`src/rtl/bit_serial_alu_ctrl.sv`:
```
// Sequencer driving one external 1-bit ALU slice for WIDTH cycles, LSB first, to build a WIDTH-bit result.
// Latency: WIDTH cycles from accept edge to done pulse; one operation per WIDTH+2 cycles.
// Backpressure: ready is high only in IDLE; start outside IDLE is ignored, nothing is queued.
module bit_serial_alu_ctrl #(
  parameter int WIDTH = 8
) (
  input  logic             clk,
  input  logic             rst,
  input  logic             start,
  output logic             ready,
  input  logic [2:0]       op,
  input  logic [WIDTH-1:0] opa,
  input  logic [WIDTH-1:0] opb,
  output logic [2:0]       slice_c,
  output logic             slice_a,
  output logic             slice_b,
  output logic             slice_cin,
  input  logic             slice_f,
  input  logic             slice_cout,
  output logic [WIDTH-1:0] result,
  output logic             carry_out,
  output logic             overflow,
  output logic             zero,
  output logic             done
);

  localparam int CW = $clog2(WIDTH);
  localparam logic [CW-1:0] LAST_BIT = CW'(WIDTH - 1);

  typedef enum logic [1:0] {
    IDLE = 2'd0,
    RUN  = 2'd1,
    DONE = 2'd2
  } state_t;

  state_t           state;
  logic [2:0]       op_q;
  logic [WIDTH-1:0] a_sr;
  logic [WIDTH-1:0] b_sr;
  logic [WIDTH-2:0] res_sr;
  logic [CW-1:0]    cnt;
  logic             carry_q;

  // Only add (000) and sub (001) propagate carry between bit cycles.
  logic             arith;
  logic [WIDTH-1:0] res_next;

  assign arith    = (op_q[2:1] == 2'b00);
  assign res_next = {slice_f, res_sr};

  // The operand shift registers fill with zeros and op/carry are cleared at the
  // final edge, so these read as 0 in IDLE and DONE without extra gating.
  assign slice_c   = op_q;
  assign slice_a   = a_sr[0];
  assign slice_b   = b_sr[0];
  assign slice_cin = carry_q;

  // Sequencer FSM with all datapath registers and registered handshake/flag outputs.
  always_ff @(posedge clk) begin
    if (rst) begin
      state     <= IDLE;
      ready     <= 1'b1;
      done      <= 1'b0;
      result    <= '0;
      carry_out <= 1'b0;
      overflow  <= 1'b0;
      zero      <= 1'b0;
      op_q      <= 3'b000;
      a_sr      <= '0;
      b_sr      <= '0;
      res_sr    <= '0;
      cnt       <= '0;
      carry_q   <= 1'b0;
    end else begin
      done <= 1'b0;
      case (state)
        IDLE: begin
          if (start && ready) begin
            op_q    <= op;
            a_sr    <= opa;
            b_sr    <= opb;
            cnt     <= '0;
            // Subtract is a + ~b + 1, so the first bit starts with carry in set.
            carry_q <= (op == 3'b001);
            ready   <= 1'b0;
            state   <= RUN;
          end
        end
        RUN: begin
          a_sr    <= a_sr >> 1;
          b_sr    <= b_sr >> 1;
          res_sr  <= res_next[WIDTH-1:1];
          cnt     <= cnt + 1'b1;
          carry_q <= arith ? slice_cout : 1'b0;
          if (cnt == LAST_BIT) begin
            // Publish the whole result and flags at once; nothing external moves mid-run.
            result    <= res_next;
            carry_out <= arith & slice_cout;
            overflow  <= arith & (carry_q ^ slice_cout);
            zero      <= ~|res_next;
            done      <= 1'b1;
            carry_q   <= 1'b0;
            op_q      <= 3'b000;
            cnt       <= '0;
            state     <= DONE;
          end
        end
        DONE: begin
          ready <= 1'b1;
          state <= IDLE;
        end
        default: begin
          ready <= 1'b1;
          state <= IDLE;
        end
      endcase
    end
  end

endmodule
```
`config.mk`:
```
export PLATFORM = sky130hd
export DESIGN_NAME = bit_serial_alu_ctrl
export DESIGN_NICKNAME = d
export VERILOG_FILES = /design/src/rtl/bit_serial_alu_ctrl.sv
export SDC_FILE = /design/constraint.sdc
export NUM_CORES = 1
export LEC_CHECK = 0
export ABC_AREA = 1
export CORE_UTILIZATION = 45
export DETAILED_ROUTE_END_ITERATION = 8
export GPL_TIMING_DRIVEN = 0
export PLACE_DENSITY = 0.71
export SYNTH_ARGS = -nofsm -noshare
export SYNTH_HDL_FRONTEND = slang
export SYNTH_SLANG_ARGS = --single-unit
```
`constraint.sdc`:
```
create_clock -name clk -period 2.3 [get_ports clk]
set_input_delay 0.69 -clock clk [delete_from_list [all_inputs] [get_ports clk]]
set_output_delay 0.69 -clock clk [all_outputs]
set_load 0.01 [all_outputs]
```
Word-level counts from Yosys, hierarchy flattened --
Index checks and enable logic that the tools add are counted.
Operators by class: equal/unequal tests 5, bitwise operators 4, mux-type cells 20, reductions and logical operators 12, $add $sub $neg 1
Operators by type and width (count):
- one-hot mux 8 bit (2 select lines) | 2
- two-way mux 8 bit | 2
- two-way mux 3 bit | 4
- one-hot mux 3 bit (2 select lines) | 2
- AND reduction 2 bit | 4
- OR reduction 8 bit | 1
- two-way mux 1 bit | 5
- logical NOT 2 bit | 2
- two-way mux 2 bit | 2
- inequality test 2 bit, second input constant | 2
- one-hot mux 1 bit (2 select lines) | 2
- one-hot mux 2 bit (2 select lines) | 1
- adder 3 x 1 -> 3 bit, second input constant | 1
- == test 3 x 1 -> 1 bit, second input constant | 1
- == test 3 bit, second input constant | 1
- AND reduction 3 bit | 1
- AND 1 bit | 2
- == test 2 x 1 -> 1 bit, second input constant | 1
- nonzero test 2 bit | 1
- OR reduction 2 bit | 1
- logical AND 1 bit | 1
- logical NOT 1 bit | 1
- inverter 1 bit | 1
- bitwise XOR 1 bit | 1
Word-level totals: register bits 45, bits of input ports 24

Depth between registers and ports, before layout --
word-level depth 4, depth in mapped cells 8

Worst setup path before layout --
No wires, ideal clock.
path type in2reg, start input start, end register a_sr[1], stages 8, arrival 1323 ps, slack 862 ps, library setup time 116 ps, path buffers 1, required time 2184 ps, path through nand2_1 -> inv_1 -> nand2_4 -> nand2_4 -> inv_2 -> buf_4 -> nor2_1 -> nor2_1
On the way: word-level cells in the longest chain between the ends 3
Ends and longest elaborated chain:
- from (decl) | line 9 | input logic start,
- logical AND 1 bit | line 78 | if (start && ready) begin
- inequality test 2 bit (no source line)
- AND reduction 2 bit (no source line)
- to (signal assigned) | line 80 | a_sr <= opa;
- to (signal assigned) | line 90 | a_sr <= a_sr >> 1;
- to (decl) | line 38 | logic [WIDTH-1:0] a_sr;
No other way between the ends. A chain may end at the register's enable or synchronous reset.

Worst setup path in the final report --
start register op_q[1], in the netlist slice_c[1], end output slice_c[1]
RTL lines:
- from (decl) | line 37 | logic [2:0] op_q;
- from (signal assigned) | line 79 | op_q <= op;
- to (decl) | line 14 | output logic [2:0] slice_c,
No word-level cell between the ends.

==> flow_summary.ini <==
[critical_path]
crit_family = buffers and inverters
worst-path-buf-inv = 1
critPathRequiredTime_ns = 1.61
critical_path_class = flip-flop to output port
r2r_end = slice_c[1]
critPathCaptureType = output port
regToRegStartpoint = cnt[0]
slowest_stage = clkdlybuf4s50_1
path_max_fanout = 3
arrival_ns = 1.20
ff2ff_setup_slack_ns = 0.79
cpPeakStageDelay_ns = 0.54
path_cells = clkdlybuf4s50_1
rr_worst_depth = 6
start_kind = flip-flop

[global_routing]
grt_pass1_wl_um = 6490
antenna_found_initial = 0
gr-total-overflow = 0
grt_util_met2 = 0.307
grt_pass1_vias = 1473
grt_use_met1 = 0.253
use_met3 = 0.0616
grt_max_degree = 13
gr-usage-all-layers = 0.199
top_usage_layer = met2

[synthesis]
synth_area_leaders = dfxtp_1 48%, nand2_1 15%, nor2_1 10%, o21ai_0 6.1%, a21oi_1 5.0%
synth_area_sq_um = 1890
synth-compound-area-share = 0.119
synth_simple_gate_area_frac = 0.315
synth_cell_types = 20
yosys.area.top_type = dfxtp_1
synth.avg_cell_area_sq_um = 7.11
synth_nets = 293
synthCells = 266
synth-xor-area-share = 0
ys_warn_count = 0
synth_top_family_by_area = simple AND/OR/NAND/NOR gates
ys_seq_elements = 45
ys_seq_area_frac = 0.476
synth_adder_area_share = 0.0198
synth_mux_area_frac = 0
yosys.area.top_type_share = 0.476

[layout]
layout_commonest_cell = nand2_1
final_cell_mix = 78 x nand2_1, 52 x nor2_1, 45 x dfxtp_1
drive_gt1_frac = 0.0764
layout.cells.non_filler = 364
post-route-util = 0.608
fin_nets = 341
final_cell_area_sq_um = 2450
antennaDiodeCount = 0
syn_to_final_growth_pct = 29.6

[floorplanning]
start_util = 0.470
rows = 23
io_pins = 43
die_w_um = 66.8
fp.dieH_um = 66.8
die_area_sq_um = 4470
coreArea_sq_um = 4030

[drt]
first_iter_violations = 110
drt_wl_total_um = 4070
wl_per_cell_um = 11.2
dr.pass1.iters = 4
num_vias = 1743
vias_per_cell = 4.79
antenna_left = 0
remaining_drc_errors = 0

[power]
fin_total_pwr_mw = 1.65
powerDensity_nw_per_um2 = 672
power_leakage_nw = 1.07
vdd_ir_drop_max_v = 0.000515

[sta]
drv_slew = 0
worst_pin_slew_ns = 0.481
hold_viol = 0
slew_headroom = 0.679
fmax_mhz = 529
timing.final.ws_setup_ns = 0.410
hold_slack_ns = 0.466
fin_crit_ns = 1.89
rsz0062_at_grt = no
skew_ns = 0.00445
setup_tns_ns = 0
timing.final.crit_share = 0.822
setup_viol = 0

[clocking]
cts_root_buffer = clkbuf_8
clkTransAtPathRegs_ns = 0.08
insertion_delay_ns = 0.30
cts_max_level = 2
cts_tree = built
cts-resized-gates = 0
cts_setup_buffers = 0
clock-sinks = 45
clockBufferDepth = 2
ctsHoldBuffers = 0
cts_buffers = 5

[flow_run]
cap_violations = 0

[placed_design]
placed_cell_area_sq_um = 2360
dp_hpwl_um = 2870
numPortBuffers = 41
place.gp.congestion = 0.757
pre_cts_slack_ns = 0.226
dp_cells = 357

[status]
status = completed

[min_path]
holdPathStages = 1
min_path_type = flip-flop to flip-flop
whs_endpoint = cnt[0]
hp-start = cnt[0]
## how the worst max path moves through the flow
stage               startpoint          to  slack [ns]  cells past startpoint
floorplan                start     a_sr[1]        0.86                      8
global placement         start     b_sr[6]        0.22                      9
detailed placement       start     b_sr[4]        0.23                      9
CTS                 slice_c[1]  slice_c[1]        0.40                      1
global route        slice_c[1]  slice_c[1]        0.36                      1
finish              slice_c[1]  slice_c[1]        0.41                      1
## layout make-up
class / instances / area [sq um]
fillers: 380 / 1580
flip-flops and latches: 45 / 901
multi-input cells: 195 / 860
repair buffers: 41 / 410
clock buffers: 7 / 86.3
plain buffers: 13 / 82.6
well taps: 50 / 62.6
inverters: 13 / 48.8
## sequential cells by signal, summed over array words and instances, names as in the netlist
name and cells:
state 2, b_sr 8, a_sr 8, done 1, overflow 1, slice_c 3
slice_cin 1, cnt 3, zero 1, result 8, carry_out 1, res_sr 7
ready 1
## logic make-up (layout without fill, tap and decap cells)
| logic type | count (synthesis) | in the layout |
|---|---|---|
| AO/OA/AOI/OAI | 44 | 44 |
| buffers and inverters | 26 | 74 |
| flip-flops | 45 | 45 |
| adder cells (fa/ha/maj) | 3 | 3 |
| AND/OR/NAND/NOR | 148 | 148 |
## routing by layer
metal  wire, um  vias to the layer above
met4         59                        0
met2       1820                       39
met5          0                        -
li1           -                      938
met1       1990                      762
met3        203                        4
## cell usage after synthesis (all sizes together)
cell type	instances
a21oi	19
buf	11
clkbuf	2
dfxtp	45
ha	3
inv	13
nand2	81
nand3	11
nand4	2
nor2	54
o21a	2
o21ai	23
## report_power, final
part / switching, mW / internal, mW
combinational: 0.155 / 0.131
sequential: 0.0343 / 0.835
clock: 0.254 / 0.239
(Power assumes the default switching activity.)
